<file path="config.mk">
export PLATFORM = sky130hd
export DESIGN_NAME = rifl_tx_arbiter
export DESIGN_NICKNAME = d
export VERILOG_FILES = /design/src/rtl/rifl_tx_arbiter.sv
export SDC_FILE = /design/constraint.sdc
export NUM_CORES = 1
export LEC_CHECK = 0
export ABC_CLOCK_PERIOD_IN_PS = 2150
export CAP_MARGIN = 15
export CORE_AREA = 5 5 473 475
export DETAILED_ROUTE_END_ITERATION = 10
export DIE_AREA = 0 0 478 480
export PLACE_DENSITY = 0.37
export SLEW_MARGIN = 20
export SYNTH_ARGS = -nofsm -noshare
export SYNTH_HDL_FRONTEND = slang
export SYNTH_SLANG_ARGS = --single-unit
export TNS_END_PERCENT = 30
</file>
<file path="constraint.sdc">
create_clock -name clk -period 2.15 [get_ports clk]
set_clock_uncertainty 0.15 [all_clocks]
set_input_delay 0.645 -clock clk [delete_from_list [all_inputs] [get_ports clk]]
set_output_delay 0.645 -clock clk [all_outputs]
set_load 0.02 [all_outputs]
</file>
<file path="src/rtl/rifl_tx_arbiter.sv">
// Round-robin arbiter that multiplexes NUM_CH packet streams into the single
// RIFL TX payload slot, tagging each beat with its channel and a {valid,last} header.
module rifl_tx_arbiter #(
    parameter int NUM_CH        = 4,
    parameter int PAYLOAD_WIDTH = 240,
    parameter int CH_ID_WIDTH   = 4,
    localparam int DATA_WIDTH   = PAYLOAD_WIDTH - CH_ID_WIDTH
) (
    input  logic                         clk,
    input  logic                         rst,
    input  logic [NUM_CH*DATA_WIDTH-1:0] s_tdata,
    input  logic [NUM_CH-1:0]            s_tvalid,
    input  logic [NUM_CH-1:0]            s_tlast,
    output logic [NUM_CH-1:0]            s_tready,
    input  logic [NUM_CH-1:0]            ch_enable,
    input  logic                         rifl_tx_ready,
    output logic [PAYLOAD_WIDTH+1:0]     rifl_tx_payload,
    output logic [CH_ID_WIDTH-1:0]       grant_id,
    output logic                         busy
);
    localparam int IDX_W = $clog2(NUM_CH);

    localparam logic [0:0] ARB   = 1'b0;
    localparam logic [0:0] GRANT = 1'b1;

    logic [0:0]               state;
    logic [IDX_W-1:0]         gnt;
    logic [IDX_W-1:0]         last_grant;
    logic [IDX_W-1:0]         arb_win;
    logic                     arb_found;
    logic                     out_full;
    logic [PAYLOAD_WIDTH+1:0] out_reg;
    logic [NUM_CH-1:0]        req;
    logic                     slot_free;
    logic                     take;

    assign req = s_tvalid & ch_enable;

    // Rotating priority: scan from last_grant+1, wrapping at NUM_CH rather than 2**IDX_W.
    always_comb begin
        arb_win   = '0;
        arb_found = 1'b0;
        for (int k = 1; k <= NUM_CH; k++) begin
            if (!arb_found && req[(int'(last_grant) + k) % NUM_CH]) begin
                arb_found = 1'b1;
                arb_win   = IDX_W'((int'(last_grant) + k) % NUM_CH);
            end
        end
    end

    // The slot can take a new beat if empty, or if the current one leaves this cycle.
    assign slot_free = ~out_full | rifl_tx_ready;

    for (genvar i = 0; i < NUM_CH; i++) begin : g_ready
        assign s_tready[i] = (state == GRANT) && (gnt == IDX_W'(i)) && slot_free && !rst;
    end

    assign take = s_tvalid[gnt] & s_tready[gnt];

    always_ff @(posedge clk) begin
        if (rst) begin
            state      <= ARB;
            gnt        <= '0;
            last_grant <= IDX_W'(NUM_CH - 1);
            out_full   <= 1'b0;
            out_reg    <= '0;
        end else begin
            case (state)
                ARB: begin
                    if (arb_found) begin
                        gnt   <= arb_win;
                        state <= GRANT;
                    end
                end
                default: begin
                    if (take && s_tlast[gnt]) begin
                        last_grant <= gnt;
                        state      <= ARB;
                    end
                end
            endcase

            if (take) begin
                out_full <= 1'b1;
                out_reg  <= {1'b1, s_tlast[gnt], CH_ID_WIDTH'(gnt),
                             s_tdata[int'(gnt)*DATA_WIDTH +: DATA_WIDTH]};
            end else if (rifl_tx_ready) begin
                out_full <= 1'b0;
            end
        end
    end

    assign rifl_tx_payload = out_full ? out_reg : '0;
    assign grant_id        = CH_ID_WIDTH'(gnt);
    assign busy            = (state == GRANT);

endmodule

</file>
* Word level (Yosys, flattened, before mapping)
Cells that the tools add are included.
Word-level totals: memories kept 0, latch bits 0, register bits after elaboration 246, word-level logic and storage cells 88, RAM bits 0, output and inout bits 251, bits in read-only memories 0, input bits 959
Cells by class: mux-type cells 32, $add $sub $neg 4, reductions and logical operators 28, multiply operators 1, divide/modulo/power cells 0, bitwise gates (word level) 9, $lt $le $gt $ge 5, eq/ne operators 3, shift operators 1
Operator list (number):
- 944-bit by 11-bit variable part select with 236-bit output | 1
- 242-bit two-way mux | 1
- 1-bit two-way mux | 20
- 1-bit logical AND | 16
- 3-bit by 4-bit < comparator with 1-bit output, second input constant | 4
- 1-bit binary-select mux with 2-bit select | 7
- 2-bit by 6-bit multiplier with 8-bit output, second input constant | 1
- 2-bit two-way mux | 4
- 2-bit OR reduction | 4
- 2-bit by 1-bit adder with 2-bit output, second input constant | 2
- 2-bit adder, second input constant | 2
- 1-bit bitwise AND, first input constant | 4
- 4-bit bitwise AND | 1
- 2-bit == test, second input constant | 2
- 1-bit zero test | 4
- 2-bit AND reduction | 2
- 2-bit by 3-bit < comparator with 1-bit output, second input constant | 1
- 2-bit by 1-bit == test with 1-bit output, second input constant | 1
- 2-bit zero test | 1
- 1-bit NOT | 2
- 2-bit nonzero test | 1
- 1-bit bitwise AND | 1
- 1-bit OR | 1

* Logic depth before layout (Yosys ltp)
word-level depth 18, depth in mapped cells 8

* Worst setup path before layout
OpenSTA, ideal clock, no wires.
path type register to output, start register gnt[1], end output port s_tready[2], setup slack -0.177 ns, arrival time 1.532 ns, stages on the path, launching flop included 6, required time 1.355 ns, cell sequence dfxtp_1 > buf_2 > buf_2 > buf_1 > nand2_1 > nor2_1
Between the ends: longest elaborated chain between the ends 4
Ends and longest elaborated chain:
- start, declared | RTL line 27 | logic [IDX_W-1:0] gnt;
- start signal, assigned | RTL line 71 | gnt <= arb_win;
- 2-bit == test | RTL line 55 | assign s_tready[i] = (state == GRANT) && (gnt == IDX_W'(i)) && slot_free && !rst;
- 1-bit logical AND (3 in series) | RTL line 55
- end, declared | RTL line 14 | output logic [NUM_CH-1:0] s_tready,
Every way passes these cells.

* Final worst setup path
start register out_full, end output port rifl_tx_payload[236]
Between the ends: longest elaborated chain between the ends 1
Ends and longest elaborated chain:
- start, declared | RTL line 31 | logic out_full;
- start signal, assigned | RTL line 65 | out_full <= 1'b0;
- start signal, assigned | RTL line 84 | out_full <= 1'b1;
- start signal, assigned | RTL line 88 | out_full <= 1'b0;
- 242-bit two-way mux | RTL line 93 | assign rifl_tx_payload = out_full ? out_reg : '0;
- end, declared | RTL line 17 | output logic [PAYLOAD_WIDTH+1:0] rifl_tx_payload,
Every way passes these cells.

==> impl_metrics.yaml <==
layout:
  fin_nets: 3853
  final_cell_area_sq_um: 34700
  utilization_pct: 15.9
  largest_register_ff_count: 240
  fraction_of_layout_cells_with_a_size_suffix_above_1_pct: 26.6
  area_growth_syn_to_layout_pct: 120
clock_tree:
  cts_root_buf: "sky130_fd_sc_hd__clkbuf_16"
  cts_tree: "built"
  cts.sink_count: 246
  worst_skew_pair.late_latency_ns: 0.64
  clock_tree.buffer_depth: 3
  htreeDepth: 2
  tritoncts.num_buffers: 40
  hold_buffers: 0
  clk_pin_slew_ns: 0.05
synthesis:
  synth_top_family_by_area: "multiplexers"
  synth_largest_area_cell: "sky130_fd_sc_hd__mux4_2"
  register_bit_count_reported_by_yosys: 246
  sequential_share_of_the_synthesized_area_pct: 31.1
  synthTopCellsByArea: "sky130_fd_sc_hd__mux4_2 (34%), sky130_fd_sc_hd__dfxtp_1 (31%), sky130_fd_sc_hd__nand2_1 (11%)"
  synth_warn: 0
  synthesis.instances: 1660
  synth.avg_cell_area_sq_um: 9.53
  synth_simple_gate_area_share_pct: 22.0
  adder_and_majority_cell_fraction_of_the_synthesized_area_pct: 0
  synth_area_sq_um: 15800
  synth_cell_types: 34
  synth_compound_gate_area_share_pct: 8.22
  yosys.area.top_type_share_pct: 33.9
  muxShareOfSynthArea_pct: 33.9
  post_synth_xor_area_fraction_pct: 0
pwr:
  power_switching_share_pct: 31.7
  share_seq_of_total_power_pct: 27.4
  comb_power_share_pct: 34.2
  clock_network_power_share_pct: 38.3
  total_switching_power_w: 0.00575
  vdd_drop_max_mv: 0.444
  power.internal_w: 0.0124
  static-leakage-power_nw: 11.8
  power_per_cell_area_nw_per_um2: 521
global_routing:
  antenna_found_initial: 283
  maximum_number_of_pins_on_one_net_before_global_route_repair: 77
  wire_length_of_the_first_global_routing_pass_um: 237000
  remaining_global_route_overflow: 0
  first_global_vias: 20200
  gr-usage-all-layers_pct: 16.0
worst_setup_path:
  setup.worst_path.class: "flip-flop to primary output"
  timing.critical_path.fanout_max: 8
  crit_required_ns: 1.35
  crit_arrival_ns: 1.90
  setup.worst_path.start_class: "flip-flop"
  type_of_element_capturing_the_critical_path: "primary output"
routing:
  drtIter0Drc: 1260
  post_drt_wl_per_cell_um: 33.0
  vias_per_cell: 3.43
  route.final.wire_length_um: 192000
  routed-via-count: 20000
  detail_route.drc_violations: 0
  dr.pass1.iters: 5
  ant_nets: 0
sta:
  timing_max_transition_violations_final: 0
  worst_slack_ns: -0.549
  timing.final.hold_violations: 0
  maxSlewHeadroom_pct: 53.3
  period_share_pct: 126
  worst_hold_slack_ns: 0.298
  finalWorstPathRequiredPeriod_ns: 2.70
  grt_setup_unrepaired: "yes"
  max_freq_ghz: 0.371
  setup-violations-final: 482
  max_slew.worst_pin.slew_ns: 0.700
placed_design:
  place_hpwl_um: 169000
  placed_area_sq_um: 32800
  gp_congestion: 0.916
  portBuffers: 1205
  preCtsSetupSlack_ns: -1.51
floorplanning:
  placeableCoreArea_sq_um: 219000
  die_h_um: 480
  number_of_placement_rows: 172
  floorplan.die_area_sq_um: 229000
  initial_utilization_pct: 7.23
  ios: 1210
  die_w_um: 478
min_path:
  class_of_the_most_critical_hold_timing_path: "flip-flop to flip-flop"
job:
  total_of_max_cap_violations: 0
outcome:
  status: "complete, but fails checks"
  failed_checks: "setup timing"
path summary, 6_finish.rpt:
check             slack (ns)  cells after the start                   end          from
hold reg to reg         0.30                      2          out_reg[217]  out_reg[217]
setup reg to reg       -0.01                      6            out_reg[6]        gnt[0]
setup / recovery       -0.55                      6  rifl_tx_payload[236]      out_full
hold / removal          0.30                      2          out_reg[217]  out_reg[217]
stage by stage:
step / TNS (ns) / total power [W] / std cells
2_1_floorplan: -0.328 / 0.00749 / 1663
3_3_place_gp: -282.38 / 0.0111 / 5703
3_5_place_dp: -285.96 / 0.0111 / 5703
4_1_cts: -169.01 / 0.0186 / 5793
5_1_grt: -168.42 / 0.0190 / 5800
6_report: -130.85 / 0.0181 / 5829
metal layers:
layer / wire length (um) / global-route usage, %
met5: 1220 / 0
met4: 4710 / 2.81
met3: 25900 / 9.46
met2: 89400 / 27.0
met1: 71100 / 17.7
worst max-delay path, stage by stage, from the launching register on:
cell                      delay (ns)
sky130_fd_sc_hd__dfxtp_4        0.42
sky130_fd_sc_hd__buf_12         0.22
sky130_fd_sc_hd__buf_8          0.14
sky130_fd_sc_hd__buf_12         0.10
sky130_fd_sc_hd__buf_16         0.11
sky130_fd_sc_hd__and2_4         0.14
sky130_fd_sc_hd__buf_6          0.11
cells by family (layout without fill, tap and decap cells):
logic type | after synthesis | after routing
buf+inv | 168 | 1430
simple gates | 753 | 753
flops | 246 | 246
other cells | 1 | 37
mux | 238 | 238
compound gates | 254 | 254
cells in the mapped netlist, drive strengths merged:
library cell and number:
o211ai 1, o21ai 5, and3 2, and2 240, a31oi 2, nor3b 2, a21boi 1, and3b 1
clkbuf 74, nor2 11, a221oi 1, inv 2, nand2 484, nand3 5, o2111ai 1, nand4b 1
nor3 2, a211oi 1, conb 1, dfxtp 246, and4b 1, a311o 1, nor4 1, a22oi 1
buf 92, mux4 238, nand2b 3, a21oi 239, o221ai 1
what timing repair did:
| item | 4_1_cts | 5_1_grt |
|---|---|---|
| resized for setup | 707 | 154 |
| pin swaps | 2 | 3 |
| cloned | 9 | 4 |
| endpoints found under the setup margin | 490 | 487 |
| setup buffers | 8 | 4 |
layout make-up:
cell class	instances	area, sq um
diodes	33	82.6
clock buffers	59	1130
clock inverters	14	174
fillers	24600	184000
inverters	2	7.51
multi-input cells	1249	10400
flip-flops and latches	246	4940
well taps	2871	3590
repair buffers	1355	14400
cell usage in the layout (no fill, tap or decap), types with 39 or more instances in the layout:
| cell | count |
|---|---|
| sky130_fd_sc_hd__clkdlybuf4s50_1 | 956 |
| sky130_fd_sc_hd__nand2_1 | 481 |
| sky130_fd_sc_hd__mux4_2 | 238 |
| sky130_fd_sc_hd__and2_4 | 68 |
| sky130_fd_sc_hd__buf_12 | 106 |
| sky130_fd_sc_hd__and2_1 | 170 |
| sky130_fd_sc_hd__a21oi_1 | 239 |
| sky130_fd_sc_hd__clkbuf_16 | 44 |
| sky130_fd_sc_hd__buf_4 | 116 |
| sky130_fd_sc_hd__dfxtp_1 | 243 |
| sky130_fd_sc_hd__buf_6 | 67 |
| sky130_fd_sc_hd__clkdlybuf4s15_2 | 39 |
power by group through the flow:
stage	logic [W]	registers, W	clock network (W)
final	0.00620	0.00497	0.00694
after global routing	0.00658	0.00500	0.00740
after CTS	0.00630	0.00497	0.00734
after detailed placement	0.00605	0.00506	0
after global placement	0.00606	0.00506	0
after floorplan	0.00249	0.00500	0
No activity file was read; power rests on OpenSTA's default activity.
